[config.mk]
export PLATFORM = sky130hd
export DESIGN_NAME = stream_mux_nto1
export DESIGN_NICKNAME = d
export VERILOG_FILES = /design/src/rtl/mux_pkg.sv /design/src/rtl/stream_mux_nto1_rr_pick.sv /design/src/rtl/stream_mux_nto1.sv
export SDC_FILE = /design/constraint.sdc
export NUM_CORES = 1
export LEC_CHECK = 0
export ABC_AREA = 1
export BUFFER_PORTS_ARGS = -buffer_cell sky130_fd_sc_hd__buf_2
export CELL_PAD_IN_SITES_DETAIL_PLACEMENT = 0
export CELL_PAD_IN_SITES_GLOBAL_PLACEMENT = 1
export CORE_MARGIN = 10
export CORE_UTILIZATION = 27
export CTS_CLUSTER_DIAMETER = 100
export DETAILED_ROUTE_END_ITERATION = 8
export PLACE_DENSITY_LB_ADDON = 0.1
export SLEW_MARGIN = 20
export SYNTH_ARGS = -nofsm -noshare
export SYNTH_HDL_FRONTEND = slang
export SYNTH_HIERARCHICAL = 1
export SYNTH_SLANG_ARGS = --single-unit
[constraint.sdc]
create_clock -name clk -period 2.75 [get_ports clk]
set_clock_uncertainty 0.1 [all_clocks]
set_input_delay 0.1375 -clock clk [delete_from_list [all_inputs] [get_ports clk]]
set_output_delay 0.1375 -clock clk [all_outputs]
set_load 0.01 [all_outputs]
[src/rtl/mux_pkg.sv]
// Shared constants and helpers for the N:1 stream multiplexer family.
package mux_pkg;

  // Channel-selection modes for stream_mux_nto1.
  localparam int MUX_MODE_SEL = 0;
  localparam int MUX_MODE_RR  = 1;

  // Channel-index width. It never drops below one bit, so a 1-channel or
  // 2-channel index always has a legal vector width.
  function automatic int clog2_min1(input int n);
    return (n <= 2) ? 1 : $clog2(n);
  endfunction

endpackage

[src/rtl/stream_mux_nto1_rr_pick.sv]
// Rotating-priority encoder. It returns the first asserted request found
// when scanning ptr, ptr+1, ... and wrapping modulo N_CH.
module rr_pick
  import mux_pkg::*;
#(
  parameter int N_CH = 4,
  parameter int CHW  = clog2_min1(N_CH)
) (
  input  logic [N_CH-1:0] req,
  input  logic [CHW-1:0]  ptr,
  output logic [CHW-1:0]  gnt_idx,
  output logic            gnt_any
);

  // The scan runs from the farthest offset down to offset 0, so the nearest
  // request to ptr is the last one written and therefore wins.
  always_comb begin : p_scan
    int s;
    // NOTE: every output of a combinational block gets a default before any
    // conditional assignment; otherwise synthesis infers a latch.
    gnt_any = 1'b0;
    gnt_idx = '0;
    s       = 0;
    for (int j = N_CH - 1; j >= 0; j--) begin
      s = int'(ptr) + j;
      if (s >= N_CH) s = s - N_CH;
      if (req[s]) begin
        gnt_any = 1'b1;
        gnt_idx = CHW'(s);
      end
    end
  end

endmodule

[src/rtl/stream_mux_nto1.sv]
// N:1 valid/ready stream multiplexer with a registered output stage.
// The source channel comes from sel_i (SEL mode) or from round-robin
// arbitration among the valid channels (RR mode).
module stream_mux_nto1
  import mux_pkg::*;
#(
  parameter int N_CH = 4,
  parameter int DW   = 8,
  parameter int MODE = MUX_MODE_SEL,
  parameter int CHW  = clog2_min1(N_CH)
) (
  input  logic               clk,
  input  logic               rst_n,
  input  logic [N_CH-1:0]    in_valid,
  input  logic [N_CH*DW-1:0] in_data,
  output logic [N_CH-1:0]    in_ready,
  input  logic [CHW-1:0]     sel_i,
  output logic               out_valid,
  output logic [DW-1:0]      out_data,
  output logic [CHW-1:0]     out_ch,
  input  logic               out_ready
);

  logic            r_valid;
  logic [DW-1:0]   r_data;
  logic [CHW-1:0]  r_ch;

  logic            w_slot_free;
  logic [CHW-1:0]  w_cand;
  logic            w_cand_ok;
  logic [N_CH-1:0] w_ready;
  logic            w_take;

  // The output slot can take a word when it is empty or is drained this cycle.
  assign w_slot_free = !r_valid | out_ready;

  if (MODE == MUX_MODE_RR) begin : g_rr
    logic [CHW-1:0] r_rr_ptr;
    logic           w_unused_sel;

    assign w_unused_sel = ^sel_i;

    rr_pick #(.N_CH(N_CH), .CHW(CHW)) u_pick (
      .req     (in_valid),
      .ptr     (r_rr_ptr),
      .gnt_idx (w_cand),
      .gnt_any (w_cand_ok)
    );

    // After each transfer the pointer moves one past the winner, so the
    // winner gets the lowest priority on the next scan.
    always_ff @(posedge clk) begin
      // NOTE: sequential state uses non-blocking assignments, so every
      // register samples pre-edge values no matter the statement order.
      if (!rst_n)      r_rr_ptr <= '0;
      else if (w_take) r_rr_ptr <= (w_cand == CHW'(N_CH - 1)) ? '0 : w_cand + 1'b1;
    end
  end else begin : g_sel
    // An out-of-range select names no channel.
    assign w_cand    = sel_i;
    assign w_cand_ok = (32'(sel_i) < N_CH);
  end

  // Only the candidate lane may see ready. Reset masks it so that no input
  // is acknowledged while the block is held in reset.
  always_comb begin
    w_ready = '0;
    if (rst_n && w_slot_free && w_cand_ok) w_ready[w_cand] = 1'b1;
  end

  assign in_ready = w_ready;
  assign w_take   = |(in_valid & w_ready);

  // Output register. A new word loads on a handshake, even when the old word
  // is popped in the same cycle. A pop with no new word clears valid. A word
  // that is held back by the consumer stays frozen.
  always_ff @(posedge clk) begin
    if (!rst_n) begin
      r_valid <= 1'b0;
      r_data  <= '0;
      r_ch    <= '0;
    end else if (w_take) begin
      r_valid <= 1'b1;
      r_data  <= in_data[w_cand*DW +: DW];
      r_ch    <= w_cand;
    end else if (out_ready) begin
      r_valid <= 1'b0;
    end
  end

  assign out_valid = r_valid;
  assign out_data  = r_data;
  assign out_ch    = r_ch;

endmodule
## Word-level counts from Yosys, hierarchy flattened

Cells that the tools add are included.

- Flip-flop bits (word level): 11
- Output and inout port bits: 15
- Input port bits: 41
- Logic and storage cells: 18

- Multiplexer cells: 5
- Shifts and indexed selects: 1
- Reduce and logical (&&, ||, !) cells: 5
- Bitwise logic cells: 2
- Magnitude comparators: 2

Operator list:

| operator | count |
|---|---|
| $shiftx A32 B6 Y8 | 1 |
| $and A4 B4 Y4 | 1 |
| $mux W4 | 1 |
| $reduce_or A4 Y1 | 1 |
| $lt A2 B3 Y1 const B | 1 |
| $mux W1 | 3 |
| $demux W1 S2 | 1 |
| $ge A2 B1 Y1 const B | 1 |
| $logic_and A1 B1 Y1 | 2 |
| $reduce_bool A2 Y1 | 1 |
| $logic_not A1 Y1 | 1 |
| $or A1 B1 Y1 | 1 |

## Logic depth before layout (Yosys ltp)

Gate-level depths: netlist (run 1).

- Depth in word-level cells: 8
- Depth in mapped cells: 10
- Depth with buffers taken out: 8

## Worst setup path after synthesis (run 1)

No wires, ideal clock.

- Kind: register to register
- Start point: register r_valid, in the netlist out_valid
- End point: register r_data[5], in the netlist out_data[5]
- Buffers on the path: 1
- Slack: 1391 ps
- Required time: 2537 ps
- Arrival: 1146 ps
- Period minus slack after synthesis: 1359 ps
- Setup time: 113 ps
- Stages on the path, launching flop included: 9
- Cell sequence: dfxtp_1 > nand2_1 > nand4_1 > nand2_2 > nor2_4 > buf_6 > nand2_2 > nand2_1 > nor2_1

- Cells in the longest elaborated chain, start to end: 6

Ends and longest elaborated chain:

| item | RTL line | RTL |
|---|---|---|
| from (decl) | stream_mux_nto1.sv:24 | `logic r_valid;` |
| from (signal assigned) | stream_mux_nto1.sv:79 | `r_valid <= 1'b0;` |
| from (signal assigned) | stream_mux_nto1.sv:83 | `r_valid <= 1'b1;` |
| from (signal assigned) | stream_mux_nto1.sv:87 | `r_valid <= 1'b0;` |
| $logic_not A1 Y1 | stream_mux_nto1.sv:35 | `assign w_slot_free = !r_valid \| out_ready;` |
| $or A1 B1 Y1 | stream_mux_nto1.sv:35 |  |
| $logic_and A1 B1 Y1 | stream_mux_nto1.sv:68 | `if (rst_n && w_slot_free && w_cand_ok) w_ready[w_cand] = 1'b1;` |
| $mux W4 | stream_mux_nto1.sv:68 |  |
| $and A4 B4 Y4 | stream_mux_nto1.sv:72 | `assign w_take = \|(in_valid & w_ready);` |
| $reduce_or A4 Y1 | stream_mux_nto1.sv:72 |  |
| to (signal assigned) | stream_mux_nto1.sv:84 | `r_data <= in_data[w_cand*DW +: DW];` |
| to (decl) | stream_mux_nto1.sv:25 | `logic [DW-1:0] r_data;` |

No other way between the ends.
A chain may end at the register's enable or synchronous reset.

## Worst setup path after layout (run 1)

- Start point: register r_valid, in the netlist out_valid
- End point: register r_ch[1], in the netlist out_ch[1]

- Cells in the longest elaborated chain, start to end: 6

Ends and longest elaborated chain:

| item | RTL line | RTL |
|---|---|---|
| $logic_not A1 Y1 | stream_mux_nto1.sv:35 |  |
| $or A1 B1 Y1 | stream_mux_nto1.sv:35 |  |
| $logic_and A1 B1 Y1 | stream_mux_nto1.sv:68 |  |
| $mux W4 | stream_mux_nto1.sv:68 |  |
| $and A4 B4 Y4 | stream_mux_nto1.sv:72 |  |
| $reduce_or A4 Y1 | stream_mux_nto1.sv:72 |  |
| to (signal assigned) | stream_mux_nto1.sv:85 | `r_ch <= w_cand;` |
| to (decl) | stream_mux_nto1.sv:26 | `logic [CHW-1:0] r_ch;` |

No other way between the ends.

==> results of run 1 <==
==> cells by family (layout without fill, tap and decap cells) <==
| kind of cell | Yosys count | in the layout |
|---|---|---|
| AOI/OAI and AO/OA | 10 | 10 |
| buffers and inverters | 19 | 74 |
| DFF | 11 | 11 |
| and+or+nand+nor | 82 | 82 |
==> how the worst max path moves through the flow <==
stage	from	to	slack [ns]
6_report	out_valid$_SDFFE_PN0P_	out_ch[1]$_SDFFE_PN0P_	1.22
5_1_grt	out_valid$_SDFFE_PN0P_	out_ch[1]$_SDFFE_PN0P_	1.05
4_1_cts	out_valid$_SDFFE_PN0P_	out_ch[1]$_SDFFE_PN0P_	1.23
3_5_place_dp	out_valid$_SDFFE_PN0P_	out_ch[1]$_SDFFE_PN0P_	1.24
3_3_place_gp	sel_i[1]	out_data[6]$_SDFFE_PN0P_	1.27
2_1_floorplan	out_valid$_SDFFE_PN0P_	out_data[5]$_SDFFE_PN0P_	1.39
==> layer usage <==
layer / up-vias / routed length, um / global-route usage (%)
li1: 495 / - / -
met1: 401 / 1070 / 11.6
met2: 34 / 1260 / 16.7
met3: 0 / 338 / 6.59
met4: 0 / 0 / 1.86
met5: - / 0 / 0
==> state kept, by name, summed over array words and instances (netlist names) <==
| signal | flops |
|---|---|
| out_data | 8 |
| out_valid | 1 |
| out_ch | 2 |
==> cells in the final DEF, fill, tap and decap left out, types with 3 or more instances in the layout <==
cell	Yosys	layout
inv_1	12	12
dfxtp_1	11	11
nand2_2	4	4
nor2_4	3	3
nor3_1	3	3
nor2_1	22	22
nand3_1	10	10
a22oi_1	7	7
buf_2	0	55
clkbuf_4	0	3
nand2_1	37	37
==> cell type report <==
type                       instances  area, sq um
timing repair buffer              55          275
clock buffer                       4         26.3
fill                             320         1680
tap                               31         38.8
sequential                        11          220
inverter                          15         61.3
multi-input combinational         92          455
==> synth_stat cells (2+ instances only) <==
master	number
inv_4	2
nor2_4	3
nand2_1	37
buf_6	3
a22oi_1	7
nand2_2	4
dfxtp_1	11
nand3_1	10
nor3_1	3
inv_1	12
nor2_1	22
==> power groups by stage <==
stage | Combinational (mW) | Sequential (mW) | Clock, mW
floorplan | 0.0815 | 0.193 | 0
global placement | 0.144 | 0.185 | 0
detailed placement | 0.144 | 0.186 | 0
CTS | 0.145 | 0.182 | 0.115
global route | 0.164 | 0.183 | 0.127
finish | 0.141 | 0.181 | 0.106
==> critical path, delay by kind of cell (launching register included) <==
| family | cells | cell delay, ns |
|---|---|---|
| simple gates | 6 | 0.83 |
| flops | 1 | 0.38 |
| buf+inv | 1 | 0.10 |
==> stage by stage <==
step	setup WS [ns]	instance area (sq um)	std cells
finish	1.22	1080	208
global route	1.05	1080	208
floorplan	1.39	785	122
global placement	1.27	1050	204
CTS	1.23	1080	208
detailed placement	1.24	1050	204
==> results.json, run 1 <==
{
  "status": "finished, final reports clean",
  "drc": 0,
  "yosysWarnings": 6,
  "track_usage_pct": 10.4,
  "end_kind": "register",
  "synth_top_area_share_pct": 28.1,
  "die_w_um": 73.9,
  "nNetsFinal": 219,
  "critical_path_required_ns": 2.81,
  "maxSlewHeadroom_pct": 73.3,
  "path_cells": "nand2_1, nand4_1, nand2_2, nor2_4, inv_1, nor2_1, nor2_1",
  "p_per_area_nw_per_um2": 398,
  "async_reset_ff_share_pct": 0,
  "hp-start": "rst_n",
  "critPathSlowestCell": "dfxtp_1",
  "cts_sinks": 11,
  "slowest_delay_ns": 0.38,
  "cts_max_level": 1,
  "cts-resized-gates": 0,
  "detail_route.first_pass.iterations": 4,
  "die_height_um": 73.9,
  "p_seq_share_pct": 42.3,
  "critPathLaunchType": "register",
  "grt_pass1_vias": 1011,
  "ant_nets": 0,
  "coreArea_sq_um": 2760,
  "timing.final.max_slew_violations": 0,
  "synth.area.top_cells": "dfxtp_1 28%, nand2_1 18%, nor2_1 11%, a22oi_1 6.7%, nand3_1 6.4%",
  "synth_seq_cells": 11,
  "yosys.area_share.simple_pct": 49.0,
  "yosysSeqAreaShare_pct": 28.1,
  "critPathMaxFanout": 18,
  "drt-total-wl_um": 2670,
  "grt_max_degree": 19,
  "synth_top_family_by_area": "simple AND/OR/NAND/NOR gates",
  "period_minus_slack_ns": 1.53,
  "clk_path_buf_depth": 2,
  "n_antenna_cell": 0,
  "rsz0062_at_grt": "false",
  "wl_per_cell_um": 12.9,
  "synthDistinctLibCells": 19,
  "synthAdderAreaFrac_pct": 0,
  "cts_tree": "done",
  "synth_largest_area_cell": "dfxtp_1",
  "reg2reg_from": "out_valid$_SDFFE_PN0P_",
  "hpwl_um": 2280,
  "portBuffers": 55,
  "rr_endpoint": "out_ch[1]$_SDFFE_PN0P_",
  "synth_area_sq_um": 785,
  "clock_insertion_delay_worst_skew_ns": 0.26,
  "p_sw_share_pct": 32.1,
  "drt-vias-per-instance": 4.47,
  "internal-power_mw": 0.291,
  "crit_top_cell": "nor2_1",
  "postLayoutCoreUtil_pct": 39.1,
  "placementRows": 19,
  "fin_hold_ws_ns": 0.114,
  "reg2reg_depth": 7,
  "synth_cells": 122,
  "area_growth_pct": 37.3,
  "io_pins": 56,
  "hold_path_depth": 3,
  "hold_path.class": "in -> reg",
  "synth_edf_count": 0,
  "post_cts.repair.setup_buffers": 0,
  "dr_total_vias": 930,
  "synth_flop_cell": "dfxtp_1",
  "reg2reg_slack_ns": 1.22,
  "hold_violations": 0,
  "initial_core_util_pct": 28.4,
  "drive_gt1_share_pct": 40.1,
  "gp_congestion": 0.715,
  "cts_hold_buf": 0,
  "drtIter0Drc": 52,
  "arrival_ns": 1.58,
  "totalPowerFinal_mw": 0.429,
  "setup-tns-final_ns": 0,
  "fmax_mhz": 656,
  "holdPathEnd": "out_data[7]$_SDFFE_PN0P_",
  "synth_compound_area_share_pct": 9.09,
  "combPwrFrac_pct": 32.9,
  "ir_drop_uv": 383,
  "tightest_slew_ns": 0.400,
  "synthMuxAreaShare_pct": 0,
  "cts_buffers": 3,
  "worstSetupPathType": "reg -> reg",
  "grt_antenna_before_repair": 0,
  "min_period_over_period_pct": 55.5,
  "syn_nets": 163,
  "clk_pin_slew_worst_paths_ns": 0.07,
  "synth.avg_cell_area_sq_um": 6.43,
  "switchingPower_mw": 0.138,
  "die_area_sq_um": 5460,
  "grt_pass1_wl_um": 4620,
  "grt.overflow.total": 0,
  "maxCapViolCount": 0,
  "leakage_nw": 0.635,
  "synthXorXnorAreaFrac_pct": 0,
  "finalSetupViolCount": 0,
  "clkPwrFrac_pct": 24.8,
  "cts-root-buf": "clkbuf_4"
}
No activity file was read; power rests on OpenSTA's default activity.
==> inputs of run 2 (changes only) <==
- CORE_UTILIZATION: 27 -> 23
- clock period: 2.75 -> 1.4 ns (I/O delays scaled with it)
==> run 2 against run 1 <==
  * Clock power increased by 120%
  * Clock-buffer cell count unchanged
  * Register-to-register slack got worse by 1.1 ns
  * Non-clock buffer count increased by 9
  * Combinational power increased by 120%
  * Sequential power increased by 98%
  * Utilization decreased by 3.3 points
  * First-iteration DRC count decreased by 63%
  * Critical endpoint is now in_ready[1]
  * Largest power group unchanged
==> results.json, run 2 (same netlist as run 1, synthesis figures left out) <==
{
  "grt_pass1_vias": 1121,
  "leakage_nw": 0.684,
  "initial_core_util_pct": 23.7,
  "pre_cts_ws_ns": 0.0600,
  "layout_commonest_cell": "buf_2",
  "end_kind": "primary output",
  "hpwl_um": 2480,
  "die_w_um": 78.4,
  "p_per_area_nw_per_um2": 759,
  "clk_pin_slew_worst_paths_ns": 0.08,
  "placed_area_sq_um": 1130,
  "n_antenna_cell": 0,
  "seq_area_sq_um": 221,
  "rsz0062_at_grt": "true",
  "hold_path.class": "in -> reg",
  "critPathSlowestCell": "dfxtp_2",
  "clock_insertion_delay_worst_skew_ns": 0.27,
  "clk_path_buf_depth": 2,
  "critPathMaxFanout": 4,
  "placementRows": 21,
  "postLayoutCoreUtil_pct": 35.8,
  "die_height_um": 78.4,
  "hold_violations": 0,
  "period_minus_slack_ns": 1.28,
  "dr_total_vias": 975,
  "tightest_slew_ns": 0.248,
  "post_cts.repair.setup_buffers": 0,
  "nNetsFinal": 228,
  "fin_hold_ws_ns": 0.0347,
  "cts_buffers": 3,
  "largest_reg_flops": 8,
  "grt.overflow.total": 0,
  "arrival_ns": 1.11,
  "drt-total-wl_um": 3030,
  "wl_per_cell_um": 13.1,
  "final_cell_area_sq_um": 1180,
  "timing.final.max_slew_violations": 0,
  "track_usage_pct": 10.1,
  "worstSetupPathType": "reg -> out",
  "critPathLaunchType": "register",
  "cts_tree": "done",
  "layout_setup_ws_ns": 0.115,
  "drive_gt1_share_pct": 44.1,
  "cts-root-buf": "clkbuf_4",
  "gp_congestion": 0.763,
  "ant_nets": 0,
  "area_growth_pct": 51.0,
  "grt_pass1_wl_um": 5040,
  "maxCapViolCount": 0,
  "detail_route.first_pass.iterations": 2,
  "cts_sinks": 11,
  "drt-vias-per-instance": 4.20,
  "fill_cells": 404,
  "critical_path_required_ns": 1.23,
  "drc": 0,
  "reg2reg_slack_ns": 0.14,
  "status": "finished, final reports clean",
  "io_pins": 56,
  "portBuffers": 55,
  "grt_max_degree": 11,
  "min_period_over_period_pct": 91.8,
  "cts_max_level": 1,
  "multi_input_area_sq_um": 465,
  "drtIter0Drc": 19,
  "maxSlewHeadroom_pct": 83.5,
  "coreArea_sq_um": 3310,
  "fmax_mhz": 778,
  "die_area_sq_um": 6150,
  "setup-tns-final_ns": 0,
  "path_cells": "a21oi_4, inv_2, nor3_1, buf_2",
  "finalSetupViolCount": 0,
  "ir_drop_uv": 400,
  "final_cell_mix": "55 x buf_2, 36 x nand2_1, 22 x nor2_1",
  "grt_antenna_before_repair": 0,
  "slowest_delay_ns": 0.35
}
run 2: worst paths after layout:
check / start / to / cells after the start
min reg2reg: out_ch[1]$_SDFFE_PN0P_ / out_ch[1]$_SDFFE_PN0P_ / 2
max reg2reg: out_valid$_SDFFE_PN0P_ / out_data[0]$_SDFFE_PN0P_ / 8
min: out_ready / out_valid$_SDFFE_PN0P_ / 4
max: out_valid$_SDFFE_PN0P_ / in_ready[1] / 4
run 2: stage by stage:
step / cells / power [mW]
5_1_grt: 232 / 0.989
3_3_place_gp: 227 / 0.669
6_report: 232 / 0.899
3_5_place_dp: 227 / 0.674
2_1_floorplan: 122 / 0.539
4_1_cts: 232 / 0.907
run 2: final cells by class:
| type | instances | area share [%] |
|---|---|---|
| multi-input combinational | 92 | 39.3 |
| timing repair buffer | 64 | 29.8 |
| sequential | 11 | 18.7 |
| inverter | 15 | 5.17 |
| tap | 46 | 4.86 |
| clock buffer | 4 | 2.22 |
run 2: repair_timing:
action	CTS	global route
setup endpoints to repair	0	13
hold buffers	1	0
gates resized for setup	0	6
endpoints found under the hold margin	1	0
run 2: worst max-delay path: cells and delay by family (launching register included):
| family | cells | cell delay, ns |
|---|---|---|
| AOI/OAI and AO/OA | 1 | 0.15 |
| buffers and inverters | 2 | 0.23 |
| DFF | 1 | 0.35 |
| and+or+nand+nor | 1 | 0.12 |
run 2: layer usage:
metal  up-vias  share of wire [%]  global-route usage, %
met5         -                  0                      0
met4         0               0.33                   1.61
met3         2                7.5                   4.21
met2        27                 51                   18.8
met1       436                 41                   10.3
li1        510                  -                      -
run 2: where the power goes:
| part | leakage [nW] | switching, mW | internal [mW] | total [mW] |
|---|---|---|---|---|
| Clock | 0.0150 | 0.118 | 0.110 | 0.229 |
| Combinational | 0.578 | 0.169 | 0.143 | 0.311 |
| Sequential | 0.0910 | 0.0164 | 0.343 | 0.359 |
| Total | 0.684 | 0.303 | 0.596 | 0.899 |
